### src/rtl/core_seq_pkg.sv
// core_seq_pkg: shared sequencer state codes and decoder constants
// Contents: state_t (FSM encoding), ALUOP_/RDSRC_/CSR_ decoder constants,
// is_mem_op() helper that classifies an instruction as a data-memory access.
package core_seq_pkg;
  typedef enum logic [2:0] {
    S_FETCH  = 3'd0,
    S_DECODE = 3'd1,
    S_EXEC   = 3'd2,
    S_MEM    = 3'd3,
    S_WB     = 3'd4,
    S_HALT   = 3'd5
  } state_t;
  localparam logic [3:0] ALUOP_ADD  = 4'd0;
  localparam logic [3:0] ALUOP_SUB  = 4'd1;
  localparam logic [3:0] ALUOP_AND  = 4'd2;
  localparam logic [3:0] ALUOP_OR   = 4'd3;
  localparam logic [3:0] ALUOP_XOR  = 4'd4;
  localparam logic [3:0] ALUOP_SLL  = 4'd5;
  localparam logic [3:0] ALUOP_SRL  = 4'd6;
  localparam logic [3:0] ALUOP_SRA  = 4'd7;
  localparam logic [3:0] ALUOP_SLT  = 4'd8;
  localparam logic [3:0] ALUOP_SLTU = 4'd9;
  localparam logic [1:0] RDSRC_ALU = 2'd0;
  localparam logic [1:0] RDSRC_MEM = 2'd1;
  localparam logic [1:0] RDSRC_PC4 = 2'd2;
  localparam logic [1:0] RDSRC_CSR = 2'd3;
  localparam logic [1:0] CSR_NONE = 2'd0;
  localparam logic [1:0] CSR_RW   = 2'd1;
  localparam logic [1:0] CSR_RS   = 2'd2;
  localparam logic [1:0] CSR_RC   = 2'd3;
  function automatic logic is_mem_op(input logic mem_write, input logic [1:0] rd_src);
    return mem_write || rd_src == RDSRC_MEM;
  endfunction
endpackage

### src/rtl/core_seq_bus_timer.sv
// bus_timer: cycle counter that flags when a memory ack has not arrived in time
// Ports: clk, rst (sync, active-high), clear (zero the count, wins over enable),
// enable (count this cycle), expire (count has reached MEM_TIMEOUT-1).
module bus_timer #(
  parameter int MEM_TIMEOUT = 16
) (
  input  logic clk,
  input  logic rst,
  input  logic clear,
  input  logic enable,
  output logic expire
);
  localparam int W = MEM_TIMEOUT > 1 ? $clog2(MEM_TIMEOUT) : 1;
  logic [W-1:0] count;
  always_ff @(posedge clk)
    if (rst || clear) count <= '0;
    else if (enable) count <= count + W'(1);
  assign expire = count == W'(MEM_TIMEOUT - 1);
endmodule

### src/rtl/core_seq.sv
// core_seq: multi-cycle instruction sequencer FETCH/DECODE/EXEC/MEM/WB with bus timeout
// Ports: clk, rst (sync, active-high), run (allow new fetches),
// imem_req/imem_ack/ir_load (instruction fetch), cu_* (decoder fields),
// dmem_req/dmem_we/dmem_ack (data access), rd_we/csr_we/pc_update/instret
// (writeback strobes), state (debug), bus_err (sticky timeout flag).
module core_seq
  import core_seq_pkg::*;
#(
  parameter int MEM_TIMEOUT = 16
) (
  input  logic       clk,
  input  logic       rst,
  input  logic       run,
  output logic       imem_req,
  input  logic       imem_ack,
  output logic       ir_load,
  input  logic       cu_rd_write,
  input  logic [1:0] cu_rd_write_src,
  input  logic       cu_mem_write,
  input  logic       cu_csr_wr_en,
  output logic       dmem_req,
  output logic       dmem_we,
  input  logic       dmem_ack,
  output logic       rd_we,
  output logic       csr_we,
  output logic       pc_update,
  output logic       instret,
  output logic [2:0] state,
  output logic       bus_err
);
  state_t cur, nxt;
  logic   err_q, expire, t_clear, t_en;
  always_ff @(posedge clk)
    if (rst) begin
      cur   <= S_FETCH;
      err_q <= 1'b0;
    end else begin
      cur   <= nxt;
      err_q <= err_q || nxt == S_HALT;
    end
  always_comb begin
    nxt       = cur;
    imem_req  = 1'b0;
    ir_load   = 1'b0;
    dmem_req  = 1'b0;
    dmem_we   = 1'b0;
    rd_we     = 1'b0;
    csr_we    = 1'b0;
    pc_update = 1'b0;
    instret   = 1'b0;
    case (cur)
      S_FETCH: begin
        imem_req = run;
        ir_load  = run && imem_ack;
        nxt      = !run ? S_FETCH : imem_ack ? S_DECODE : expire ? S_HALT : S_FETCH;
      end
      S_DECODE: nxt = S_EXEC;
      S_EXEC:   nxt = is_mem_op(cu_mem_write, cu_rd_write_src) ? S_MEM : S_WB;
      S_MEM: begin
        dmem_req = 1'b1;
        dmem_we  = cu_mem_write;
        // an ack in the expiring cycle still completes the access
        nxt      = dmem_ack ? S_WB : expire ? S_HALT : S_MEM;
      end
      S_WB: begin
        rd_we     = cu_rd_write;
        csr_we    = cu_csr_wr_en;
        pc_update = 1'b1;
        instret   = 1'b1;
        nxt       = S_FETCH;
      end
      S_HALT:  nxt = S_HALT;
      default: nxt = S_HALT;
    endcase
  end
  assign t_clear = nxt != cur || (cur == S_FETCH && !run);
  assign t_en    = (cur == S_FETCH && run && !imem_ack) || (cur == S_MEM && !dmem_ack);
  bus_timer #(.MEM_TIMEOUT(MEM_TIMEOUT)) u_timer (
    .clk    (clk),
    .rst    (rst),
    .clear  (t_clear),
    .enable (t_en),
    .expire (expire)
  );
  assign state   = cur;
  assign bus_err = err_q;
endmodule

### config.mk
export PLATFORM = sky130hd
export DESIGN_NAME = core_seq
export DESIGN_NICKNAME = d
export VERILOG_FILES = /design/src/rtl/core_seq_pkg.sv /design/src/rtl/core_seq_bus_timer.sv /design/src/rtl/core_seq.sv
export SDC_FILE = /design/constraint.sdc
export NUM_CORES = 1
export LEC_CHECK = 0
export CAP_MARGIN = 5
export CORE_MARGIN = 1
export CORE_UTILIZATION = 30
export DETAILED_ROUTE_END_ITERATION = 7
export PLACE_DENSITY_LB_ADDON = 0.12
export SYNTH_ARGS = -nofsm -noshare
export SYNTH_HDL_FRONTEND = slang
export SYNTH_SLANG_ARGS = --single-unit
### constraint.sdc
create_clock -name clk -period 1.6 [get_ports clk]
set_clock_uncertainty 0.1 [all_clocks]
set_input_delay 0.32 -clock clk [delete_from_list [all_inputs] [get_ports clk]]
set_output_delay 0.32 -clock clk [all_outputs]
set_load 0.005 [all_outputs]
==> reports/qor.csv <==
stage,metric,value,unit
route,wl_met1,905,µm
route,avgViaCountPerCell,5.326,
route,dr_wl_met2,1.030,mm
timing,period_minus_slack,1727,ps
setup_path,r2r-start,state[1],
layout,nets,132,
placement,dpl.hpwl,1.317,mm
clocking,clock_latency,260,ps
floorplanning,die_h,44.99,µm
clocking,cts_tree,yes,
timing,worst_pin_slew,457.4,ps
layout,antenna_cells,0,
timing,slew_violations,0,
clocking,path_clk_slew,50,ps
setup_path,cp-start-kind,flip-flop,
floorplanning,die_w,44.99,µm
floorplanning,row_count,15,
setup_path,critPathMaxFanout,4,
route,wire_per_inst,14.76,µm
route,via_count,767,
run_status,violations,negative setup slack,
power_and_ir_drop,vdd_drop_max,0.5150,mV
run_status,status,finished with violations,
logic_synthesis,yosys.area.top_type,dfxtp_1,
clocking,cts_made_buffers,3,
route,wl_met3,106,µm
timing,whs,393.2,ps
layout,fill_cells,148,
timing,setup_tns,-772.3,ps
setup_path,crit_start,state[1],
route,top_layer_used,met4,
setup_path,critPathKind,flip-flop to flip-flop,
grt,grt_pass1_vias,773,
logic_synthesis,postSynth.asyncResetShare,0,%
floorplanning,io_pins,22,
clocking,clockBufferDepth,2,
route,drt_pass1_iterations,4,
clocking,cts_root_buf,clkbuf_4,
layout,design_area,0.001152,mm²
logic_synthesis,yosys_warnings,0,
route,final_antenna_net_count,0,
grt,grt_usage,23.90,%
route,drt_iter0_drc,16,
floorplanning,coreArea,0.001727,mm²
layout,final-seq-area,171.4,µm²
grt,grt_pass1_wl,3.422,mm
timing,max_slew_margin,69.46,%
logic_synthesis,synth_cells,69,
timing,setup_viol,10,
grt,gr-total-overflow,0,
logic_synthesis,synth-edff-count,0,
placement,preCtsSetupSlack,-491.7,ps
placement,port_buffers,21,
route,drt-total-wl,2.125,mm
job,drv_cap,0,
placement,dpl_cell_area,939.7,µm²
setup_path,worstPathRequired,1620,ps
setup_path,worstPathArrival,1750,ps
power_and_ir_drop,power.density,518.2,mW/mm²
timing,timing.final.ws_setup,-127.5,ps
logic_synthesis,avgSynthCellArea,8.033,µm²
logic_synthesis,synth_top_area_share,28.89,%
timing,fin_crit_sh,108.0,%
route,drc,0,
logic_synthesis,synth_area_leaders,"dfxtp_1, a211oi_1, inv_1",
logic_synthesis,synth_most_common_cell,inv_1,
power_and_ir_drop,p_leak,0.4845,nW
logic_synthesis,yosysUniqueCellTypes,32,
grt,grt_max_degree,7,
timing,grt_setup_unrepaired,yes,
logic_synthesis,yosysSeqAreaShare,28.89,%
hold_path,hold_class,flip-flop to flip-flop,
logic_synthesis,synthTopCellsByCount,"inv_1, dfxtp_1, a211oi_1",
logic_synthesis,synth_nets,80,
layout,drive_gt1_share,57.98,%
placement,dp_cells,132,
grt,antenna_found_initial,0,
logic_synthesis,ys_seq_elements,8,
layout,finish.utilization,66.74,%
timing,fmax,578.9,MHz
floorplanning,die_area,0.002024,mm²
clocking,ctsHoldBuffers,0,
hold_path,hp-start,bus_err,
layout,stdcell_count,144,
setup_path,endpoint_kind,flip-flop,
power_and_ir_drop,power,0.5972,mW
layout,multiInputGateArea,470.5,µm²
logic_synthesis,synth_flop_cell,dfxtp_1,
placement,place_congestion,0.8759,
clocking,clock-sinks,8,
logic_synthesis,synth_area,554.3,µm²
layout,area_growth,107.9,%
floorplanning,initial_core_util,32.10,%
timing,hold_viol,0,
clocking,htreeDepth,1,
## report_power, final
| part | total [mW] | internal, mW | switching, mW |
|---|---|---|---|
| Sequential | 0.211 | 0.205 | 0.00633 |
| Clock | 0.160 | 0.0862 | 0.0739 |
| Combinational | 0.226 | 0.125 | 0.101 |
## final timing paths
check	endpoint	slack [ps]	depth (start not counted)
worst min register to register	bus_err	390	2
worst max-delay path	u_timer.count[1]	-130	5
worst max register to register	u_timer.count[1]	-130	5
worst min-delay path	bus_err	390	2
## cell usage in the layout (no fill, tap or decap), drive strengths merged, types with 2 or more instances in the layout
| cell | count |
|---|---|
| a21oi | 2 |
| inv | 9 |
| buf | 37 |
| clkdlybuf4s50 | 8 |
| xnor2 | 3 |
| and3 | 3 |
| o311ai | 2 |
| a211oi | 7 |
| dlygate4sd2 | 5 |
| nand3 | 2 |
| nor2 | 3 |
| dfxtp | 8 |
| nor3 | 3 |
| a31oi | 2 |
| clkbuf | 3 |
| o21ai | 3 |
| and2 | 3 |
## timing repair
action / in CTS / in global routing
hold endpoints to repair: 0 / 0
cloned: 0 / 0
setup buffers: 9 / 1
pin swaps: 15 / 8
resized for setup: 66 / 14
endpoints found under the setup margin: 16 / 14
## critical path: stages (launching register included)
cell	delay [ps]
dfxtp_4	360
buf_6	130
or4b_4	560
a21oi_4	180
mux2i_1	200
a211oi_1	60
## final cells by class
class,count,area share (%)
well taps,25,2.714
multi-input cells,49,40.83
repair buffers,50,36.70
clock buffers,3,1.954
inverters,9,2.932
flip-flops and latches,8,14.88
## flip-flops by register name, summed over array words and instances, names as in the netlist
signal,flops
u_timer.count,4
bus_err,1
state,3
## cells by family (layout without fill, tap and decap cells)
group                      after synthesis  in the layout  synth area share, %
adders and majority gates                1              1                2.257
buffers and inverters                   12             62                9.028
muxes                                    1              1                1.806
and+or+nand+nor                         20             20                22.12
DFF                                      8              8                28.89
AOI/OAI and AO/OA                       24             24                31.15
xor gates and xnor gates                 3              3                4.741
## metal layers
metal,vias to the layer above,global-route usage [%]
li1,359,-
met1,368,28.05
met2,32,39.13
met3,8,2.800
met4,0,18.79
met5,-,0
Note: power is estimated with default switching activity, not from simulation.
